==> config.mk <==
export PLATFORM = sky130hd
export DESIGN_NAME = spi_pixel_rx
export DESIGN_NICKNAME = d
export VERILOG_FILES = /design/src/rtl/spi_pixel_pkg.sv /design/src/rtl/spi_sync_edge.sv /design/src/rtl/spi_pixel_rx.sv
export SDC_FILE = /design/constraint.sdc
export NUM_CORES = 1
export LEC_CHECK = 0
export ABC_CLOCK_PERIOD_IN_PS = 5250
export CORE_UTILIZATION = 59
export DETAILED_ROUTE_END_ITERATION = 6
export GPL_TIMING_DRIVEN = 1
export MAX_ROUTING_LAYER = met4
export PLACE_DENSITY_LB_ADDON = 0.2
export SLEW_MARGIN = 20
export SYNTH_ARGS = -nofsm -noshare
export SYNTH_HDL_FRONTEND = slang
export SYNTH_HIERARCHICAL = 1
export SYNTH_SLANG_ARGS = --single-unit
==> constraint.sdc <==
create_clock -name iCLK_50 -period 5.25 [get_ports iCLK_50]
set_input_delay 1.05 -clock iCLK_50 [delete_from_list [all_inputs] [get_ports iCLK_50]]
set_output_delay 1.05 -clock iCLK_50 [all_outputs]
set_load 0.02 [all_outputs]
==> src/rtl/spi_pixel_pkg.sv <==
// Shared types and command codes for the SPI pixel receiver.
package spi_pixel_pkg;

    // Receiver frame state
    typedef enum logic [2:0] {
        IDLE,
        CMD,
        IMG_TOT,
        PIX,
        DISCARD
    } rx_state_t;

    // Default command bytes sent by the R-Pi as the first byte of a frame
    localparam logic [7:0] CMD_IMG_TOT_DEFAULT = 8'h01;
    localparam logic [7:0] CMD_PIXELS_DEFAULT  = 8'h02;

    // One pixel as {R,G,B}
    typedef logic [23:0] pixel_t;

endpackage

==> src/rtl/spi_sync_edge.sv <==
// Synchroniser and registered edge detection for the oversampled SPI pins.
// All outputs are single-cycle pulses (or levels for mosi_s) aligned so that
// mosi_s is the data value seen at the SCLK edge reported in the same cycle.
module spi_sync_edge #(
    parameter int SYNC_STAGES = 2
) (
    input  logic iCLK_50,
    input  logic iRST_N,
    input  logic iSCLK,
    input  logic iCS_N,
    input  logic iMOSI,
    output logic sclk_rise,
    output logic sclk_fall,
    output logic cs_rise,
    output logic cs_fall,
    output logic mosi_s
);

    logic [SYNC_STAGES-1:0] sclk_sync_q;
    logic [SYNC_STAGES-1:0] cs_sync_q;
    logic [SYNC_STAGES-1:0] mosi_sync_q;
    logic                   sclk_prev_q;
    logic                   cs_prev_q;
    logic                   sclk_rise_q;
    logic                   sclk_fall_q;
    logic                   cs_rise_q;
    logic                   cs_fall_q;
    logic                   mosi_q;
    logic                   sclk_s;
    logic                   cs_s;

    assign sclk_s = sclk_sync_q[SYNC_STAGES-1];
    assign cs_s   = cs_sync_q[SYNC_STAGES-1];

    // Synchroniser chains followed by one edge-detect register stage
    always_ff @(posedge iCLK_50 or negedge iRST_N) begin
        if (!iRST_N) begin
            // NOTE: chip select resets to its idle (high) level so that reset
            // release never looks like a CS_N fall or rise.
            sclk_sync_q <= '0;
            cs_sync_q   <= '1;
            mosi_sync_q <= '0;
            sclk_prev_q <= 1'b0;
            cs_prev_q   <= 1'b1;
            sclk_rise_q <= 1'b0;
            sclk_fall_q <= 1'b0;
            cs_rise_q   <= 1'b0;
            cs_fall_q   <= 1'b0;
            mosi_q      <= 1'b0;
        end else begin
            // NOTE: non-blocking assignments make every stage capture the
            // previous stage's old value, which is what forms the chain.
            sclk_sync_q <= {sclk_sync_q[SYNC_STAGES-2:0], iSCLK};
            cs_sync_q   <= {cs_sync_q[SYNC_STAGES-2:0], iCS_N};
            mosi_sync_q <= {mosi_sync_q[SYNC_STAGES-2:0], iMOSI};
            sclk_prev_q <= sclk_s;
            cs_prev_q   <= cs_s;
            sclk_rise_q <= sclk_s & ~sclk_prev_q;
            sclk_fall_q <= ~sclk_s & sclk_prev_q;
            cs_rise_q   <= cs_s & ~cs_prev_q;
            cs_fall_q   <= ~cs_s & cs_prev_q;
            mosi_q      <= mosi_sync_q[SYNC_STAGES-1];
        end
    end

    assign sclk_rise = sclk_rise_q;
    assign sclk_fall = sclk_fall_q;
    assign cs_rise   = cs_rise_q;
    assign cs_fall   = cs_fall_q;
    assign mosi_s    = mosi_q;

endmodule

==> src/rtl/spi_pixel_rx.sv <==
// SPI slave (mode 0) receiving command frames from the R-Pi and producing a
// pixel stream with a one-cycle strobe, plus the total image count.
module spi_pixel_rx
    import spi_pixel_pkg::*;
#(
    parameter int         SYNC_STAGES = 2,
    parameter logic [7:0] CMD_IMG_TOT = CMD_IMG_TOT_DEFAULT,
    parameter logic [7:0] CMD_PIXELS  = CMD_PIXELS_DEFAULT
) (
    input  logic        iCLK_50,
    input  logic        iRST_N,
    input  logic        iSCLK,
    input  logic        iCS_N,
    input  logic        iMOSI,
    output logic        oMISO,
    input  logic        iImage_Loaded,
    output logic [23:0] oPix_Data,
    output logic        oTrigger,
    output logic [7:0]  oImg_Tot,
    output logic        oFrame_Err
);

    logic sclk_rise;
    logic sclk_fall;
    logic cs_rise;
    logic cs_fall;
    logic mosi_s;

    spi_sync_edge #(
        .SYNC_STAGES (SYNC_STAGES)
    ) u_sync_edge (
        .iCLK_50   (iCLK_50),
        .iRST_N    (iRST_N),
        .iSCLK     (iSCLK),
        .iCS_N     (iCS_N),
        .iMOSI     (iMOSI),
        .sclk_rise (sclk_rise),
        .sclk_fall (sclk_fall),
        .cs_rise   (cs_rise),
        .cs_fall   (cs_fall),
        .mosi_s    (mosi_s)
    );

    rx_state_t  state_q;
    logic [2:0] bit_cnt_q;
    logic [1:0] byte_idx_q;
    logic [7:0] rx_sr_q;
    logic [7:0] miso_sr_q;
    logic       miso_q;
    logic [7:0] red_q;
    logic [7:0] green_q;
    pixel_t     pix_q;
    logic       trig_q;
    logic [7:0] img_tot_q;
    logic       err_q;

    logic [7:0] rx_byte_d;
    logic [2:0] bit_cnt_d;
    logic       byte_done;

    // Byte being assembled including the bit sampled this cycle
    assign rx_byte_d = {rx_sr_q[6:0], mosi_s};
    assign bit_cnt_d = bit_cnt_q + 3'd1;
    assign byte_done = (bit_cnt_q == 3'd7);

    // Frame FSM with bit/byte counters, shift registers and output registers
    always_ff @(posedge iCLK_50 or negedge iRST_N) begin
        if (!iRST_N) begin
            state_q    <= IDLE;
            bit_cnt_q  <= '0;
            byte_idx_q <= '0;
            rx_sr_q    <= '0;
            miso_sr_q  <= '0;
            miso_q     <= 1'b0;
            red_q      <= '0;
            green_q    <= '0;
            pix_q      <= '0;
            trig_q     <= 1'b0;
            img_tot_q  <= '0;
            err_q      <= 1'b0;
        end else begin
            trig_q <= 1'b0;
            if (cs_rise) begin
                // End of frame wins over any SCLK edge in the same cycle;
                // a pixel cut short is reported, partial state is dropped.
                if (state_q == PIX && (byte_idx_q != 2'd0 || bit_cnt_q != 3'd0)) begin
                    err_q <= 1'b1;
                end
                state_q    <= IDLE;
                bit_cnt_q  <= '0;
                byte_idx_q <= '0;
                rx_sr_q    <= '0;
                miso_q     <= 1'b0;
            end else begin
                // Status byte is shifted out only while the command byte is in flight
                if (sclk_fall) begin
                    if (state_q == CMD) begin
                        miso_q    <= miso_sr_q[6];
                        miso_sr_q <= {miso_sr_q[6:0], 1'b0};
                    end else begin
                        miso_q <= 1'b0;
                    end
                end

                case (state_q)
                    IDLE: begin
                        if (cs_fall) begin
                            state_q    <= CMD;
                            bit_cnt_q  <= '0;
                            byte_idx_q <= '0;
                            miso_sr_q  <= {7'b0, iImage_Loaded};
                        end
                    end
                    default: begin
                        if (sclk_rise) begin
                            rx_sr_q   <= rx_byte_d;
                            bit_cnt_q <= bit_cnt_d;
                            if (byte_done) begin
                                case (state_q)
                                    CMD: begin
                                        if (rx_byte_d == CMD_IMG_TOT) begin
                                            state_q <= IMG_TOT;
                                        end else if (rx_byte_d == CMD_PIXELS) begin
                                            state_q    <= PIX;
                                            byte_idx_q <= '0;
                                        end else begin
                                            state_q <= DISCARD;
                                            err_q   <= 1'b1;
                                        end
                                    end
                                    IMG_TOT: begin
                                        img_tot_q <= rx_byte_d;
                                        state_q   <= DISCARD;
                                    end
                                    PIX: begin
                                        case (byte_idx_q)
                                            2'd0: begin
                                                red_q      <= rx_byte_d;
                                                byte_idx_q <= 2'd1;
                                            end
                                            2'd1: begin
                                                green_q    <= rx_byte_d;
                                                byte_idx_q <= 2'd2;
                                            end
                                            default: begin
                                                pix_q      <= {red_q, green_q, rx_byte_d};
                                                trig_q     <= 1'b1;
                                                byte_idx_q <= 2'd0;
                                            end
                                        endcase
                                    end
                                    default: begin
                                        // DISCARD: bytes are counted but ignored
                                    end
                                endcase
                            end
                        end
                    end
                endcase
            end
        end
    end

    assign oMISO      = miso_q;
    assign oPix_Data  = pix_q;
    assign oTrigger   = trig_q;
    assign oImg_Tot   = img_tot_q;
    assign oFrame_Err = err_q;

endmodule
Word level (Yosys, flattened, before mapping):

Cells that the tools add are included.

* word-level logic and storage cells: 117
* latch bits: 0
* memories: 0
* bits of input ports: 6
* flip-flop bits (word level): 87
* output and inout port bits: 35
* bits in writable memories: 0
* ROM bits: 0

* reductions and logical operators: 24
* div/mod/pow operators: 0
* eq/ne operators: 14
* $mul: 0
* muxes and demuxes: 45
* order comparisons: 0
* shift operators: 0
* bitwise operators: 11
* add/subtract/negate cells: 1

Operators by type and width (number)
* two-way mux 3 bit: 11
* two-way mux 8 bit: 4
* AND reduction 6 bit: 4
* two-way mux 7 bit: 3
* two-way mux 1 bit: 17
* two-way mux 2 bit: 7
* nonzero test 2 bit: 5
* nonzero test 3 bit: 3
* equality test 8 x 1 -> 1 bit (second input constant): 1
* equality test 8 x 2 -> 1 bit (second input constant): 1
* case mux 2 bit (2 select lines): 2
* nonzero test 4 bit: 2
* NOT 1 bit: 7
* AND reduction 7 bit: 1
* equality test 3 x 2 -> 1 bit (second input constant): 2
* inequality test 2 x 1 -> 1 bit (second input constant): 3
* case mux 3 bit (2 select lines): 1
* AND reduction 5 bit: 1
* AND 1 bit: 4
* inequality test 4 x 1 -> 1 bit (second input constant): 1
* inequality test 4 x 2 -> 1 bit (second input constant): 1
* AND reduction 2 bit: 2
* AND reduction 4 bit: 1
* adder 3 x 1 -> 3 bit (second input constant): 1
* 10 further kinds: 10

Depth between registers and ports, before layout:

* depth in word-level cells: 8
* gate-level depth with buffers: 7
* depth with buffers taken out: 6

Hierarchy:

The synthesis kept the hierarchy.

By module, submodules not included
* spi_pixel_rx: cells each 222, instances 1, sequential area each 1826.8 um2, area an instance 2991.6 um2
* spi_sync_edge: cells each 17, instances 1, sequential area each 329.1 um2, area an instance 364.1 um2

Worst setup path before layout:

OpenSTA, ideal clock, no wires.

* path kind: register to register
* start: reg bit_cnt_q[0]
* end: reg pix_q[10], in the netlist oPix_Data[10]
* setup slack: 3.218 ns
* required time: 5.125 ns
* period minus slack after synthesis: 2.032 ns
* data arrival time: 1.907 ns
* setup time: 0.125 ns
* buffers on the path: 1
* stages on the path, launching flop included: 8
* path through: dfrtp_1 ha_1 ha_1 and4b_1 and3_1 nand2_1 buf_2 mux2_2

* longest elaborated chain between the ends: 2

RTL lines
* from (decl): line spi_pixel_rx.sv:45 `logic [2:0] bit_cnt_q;`
* from (signal assigned): line spi_pixel_rx.sv:117 `bit_cnt_q <= bit_cnt_d;`
* equality test 3 bit: line spi_pixel_rx.sv:64 `assign byte_done = (bit_cnt_q == 3'd7);`
* AND reduction 6 bit (no source line)
* to (signal assigned): line spi_pixel_rx.sv:146 `pix_q <= {red_q, green_q, rx_byte_d};`
* to (decl): line spi_pixel_rx.sv:52 `pixel_t pix_q;`

No other way between the ends.
A chain may end at the register's enable or synchronous reset.

Worst setup path after layout:

* start: reg u_sync_edge.cs_rise_q, in the netlist u_sync_edge/cs_rise
* end: reg pix_q[11], in the netlist oPix_Data[11]

* longest elaborated chain between the ends: 2

RTL lines
* from (decl): line spi_sync_edge.sv:26 `logic cs_rise_q;`
* from (signal assigned): line spi_sync_edge.sv:60 `cs_rise_q <= cs_s & ~cs_prev_q;`
* NOT 1 bit (no source line)
* AND reduction 6 bit (no source line)

No other way between the ends.

==> summary.md <==
| Metric | Value |
|---|---|
| Finished Core Util | 0.727 |
| Sequential power share | 0.541 |
| GP Congestion | 0.849 |
| Net Sw Frac | 0.267 |
| Number of synthesized flops with an enable pin | 0 |
| Hold Fails Final Rpt | 0 |
| Cts bufs inserted | 9 |
| Worst Max-Slew Pin Slew | 1.06 ns |
| Clock network power share | 0.344 |
| DR vias | 2015 |
| Max Slew Vio Count | 0 |
| H-tree depth | 3 |
| ANT nets after route | 0 |
| Final WL | 5710 µm |
| Syn Std Cell Area | 3360 µm² |
| Syn Inst Count | 239 |
| Setup crit start kind | flop |
| First-pass GRT wire length | 9530 µm |
| Gr ovfl total | 0 |
| Initial antenna violation count | 0 |
| Register area share after synthesis | 0.642 |
| Layout area overhead | 19.3% |
| Area occupied by multi-input gates | 1110 µm² |
| Clock transition at path regs | 0.08 ns |
| Fillers | 382 |
| Largest net degree at the start of global routing | 87 |
| Peak supply drop | 185 µV |
| Fmax | 380 MHz |
| Post-Syn Nets | 248 |
| Slew HR | 0.292 |
| Core Footprint | 5510 µm² |
| Share of cells above drive strength 1 | 0.261 |
| Dpl hpwl | 3610 µm |
| # clock sinks | 86 |
| Post-cts hold buffer count | 0 |
| DRT iter0 DRCs | 75 |
| Setup CP Type | reg2reg |
| I/O Buffers | 40 |
| Vias per Instance | 5.66 |
| LEAKAGE | 1.93 nW |
| CTS max path bufs | 2 |
| Die area | 5990 µm² |
| DRC | 0 |
| Setup repair bufs after CTS | 0 |
| Largest area contributor in the netlist | dfrtp_1 |
| Clk Tree Root Cell | clkbuf_8 |
| Library cells used by synthesis | 39 |
| WL per Instance | 16.0 µm |
| Hold crit path type | reg2reg |
| Max Cap Viol | 0 |
| GR Util All Layers | 0.216 |
| Crit end category | flop |
| Die Y-Extent | 77.4 µm |
| R2R setup slack | 2.62 ns |
| YS warnings | 6 |
| Num ports | 41 |
| CTS tree | yes |
| Row cnt | 27 |
| Worst-path fanout max | 25 |
| Vias in the first global route | 1956 |
| Status | complete, no violations |
| Mean Syn Cell Area | 14.0 µm² |
| Post-synth ARST share | 1.00 |
| Die W | 77.4 µm |
| Initial Util | 0.609 |
| Final nets | 288 |
| Inserted Diodes | 0 |
| NetSw | 0.000381 W |
| Top cells by area, synth | dfrtp_1 (62%), mux2_2 (16%), dfstp_2 (2.3%), nand2_1 (2.2%), a22o_1 (2.1%) |
| RSZ-0062 raised after global routing | no |
| Clock Skew | 0.00618 ns |
| Final setup vio count | 0 |
| Post-cts sizing count | 0 |
| Reg area | 2160 µm² |
| Drt pass-1 iters | 4 |
| Accumulated negative setup slack | 0 ns |
| #FFs+latches synth | 86 |
| Post-layout minimum cycle time | 2.63 ns |
| Worst skew pair latency | 0.34 ns |
| Internal Pwr Total | 0.00105 W |
| Dominant synthesized flop cell | dfrtp_1 |
| Combinational power share | 0.116 |
| Arrival @ worst endpoint | 2.86 ns |
| P per Cell Area | 357 nW/µm² |
| Final period util | 0.502 |
| Post-synth top area share | 0.619 |
| Worst Path Required | 5.47 ns |
-- layer usage --
layer	global-route usage	vias to the layer above	wire length (µm)
met4	0.117	0	100
met5	-	-	0
met1	0.290	1023	2730
met3	0.0424	11	251
met2	0.313	55	2630
li1	-	926	-
-- registers in the layout (all words and copies together), names as in the netlist, 3 cells and up --
signal / cells
oImg_Tot: 8
miso_sr_q: 7
oPix_Data: 24
red_q: 8
rx_sr_q: 7
state_q: 3
green_q: 8
bit_cnt_q: 3
-- cell usage in the layout, fill, tap and decap left out, types with 2 or more instances in the layout --
cell type	count
a21o_1	2
a21oi_1	12
a22o_1	8
and2b_2	4
bufinv_16	2
clkbuf_1	2
clkbuf_8	9
clkdlybuf4s50_1	39
clkinvlp_4	2
dfrtp_1	83
dfstp_2	3
ha_1	3
inv_1	7
mux2_2	48
nand2_1	20
nand3_1	6
nand4b_1	2
nor2_1	7
nor3_1	2
-- through the flow --
stage          total power (W)  std cells  area (µm²)  setup WS [ns]  hold WS, ns
2_1_floorplan         0.000900        239        3360           3.22        0.331
3_3_place_gp          0.000939        340        3780           2.65        0.335
3_5_place_dp          0.000950        340        3780           2.60        0.339
4_1_cts                0.00144        356        4000           2.57        0.358
5_1_grt                0.00149        356        4000           2.46        0.362
6_report               0.00143        356        4000           2.62        0.354
-- cells in the mapped netlist (3+ instances only) --
master / number
dfrtp_1: 83
mux2_2: 48
nand2_1: 20
a21oi_1: 12
a22o_1: 8
inv_1: 7
nor2_1: 7
nand3_1: 6
buf_2: 5
and2b_2: 4
clkbuf_1: 4
dfstp_2: 3
ha_1: 3
-- critical path, cell delays in order, from the launching register on --
cell,delay [ns]
dfrtp_1,0.81
and4b_1,0.28
and3_1,0.21
nand2_1,0.78
mux2_2,0.43
-- logic make-up (layout without fill, tap and decap cells) --
family | after synthesis | count (layout) | synth area share
flip-flops | 86 | 86 | 0.642
AND/OR/NAND/NOR | 51 | 51 | 0.0869
multiplexers | 48 | 48 | 0.161
AO/OA/AOI/OAI | 32 | 32 | 0.0705
buffers and inverters | 18 | 63 | 0.0254
adder cells (fa/ha/maj) | 3 | 3 | 0.0112
XOR/XNOR | 1 | 1 | 0.00261
-- layout make-up --
| type | count | area share |
|---|---|---|
| Sequential cell | 86 | 0.538 |
| Multi-Input combinational cell | 135 | 0.278 |
| Timing Repair Buffer | 40 | 0.100 |
| Clock buffer | 11 | 0.0328 |
| Tap cell | 72 | 0.0225 |
| Clock inverter | 5 | 0.0209 |
| Inverter | 7 | 0.00656 |
-- path summary, 6_finish.rpt --
path                                            start                         end  depth (start not counted)
max reg2reg                       u_sync_edge/cs_rise               oPix_Data[11]                          4
max                               u_sync_edge/cs_rise               oPix_Data[11]                          4
min                        u_sync_edge/sclk_sync_q[0]  u_sync_edge/sclk_sync_q[1]                          0
max in group asynchronous                      iRST_N                oPix_Data[4]                          1
min reg2reg                u_sync_edge/sclk_sync_q[0]  u_sync_edge/sclk_sync_q[1]                          0
min in group asynchronous                      iRST_N               oPix_Data[16]                          1
-- power groups by stage --
stage                     Clock [W]  Combinational (W)  Sequential [W]
after floorplan                   0           0.000157        0.000744
after global routing       0.000524           0.000185        0.000782
final                      0.000492           0.000165        0.000773
after CTS                  0.000501           0.000167        0.000772
after detailed placement          0           0.000166        0.000784
after global placement            0           0.000159        0.000780
No activity file was read; power rests on OpenSTA's default activity.
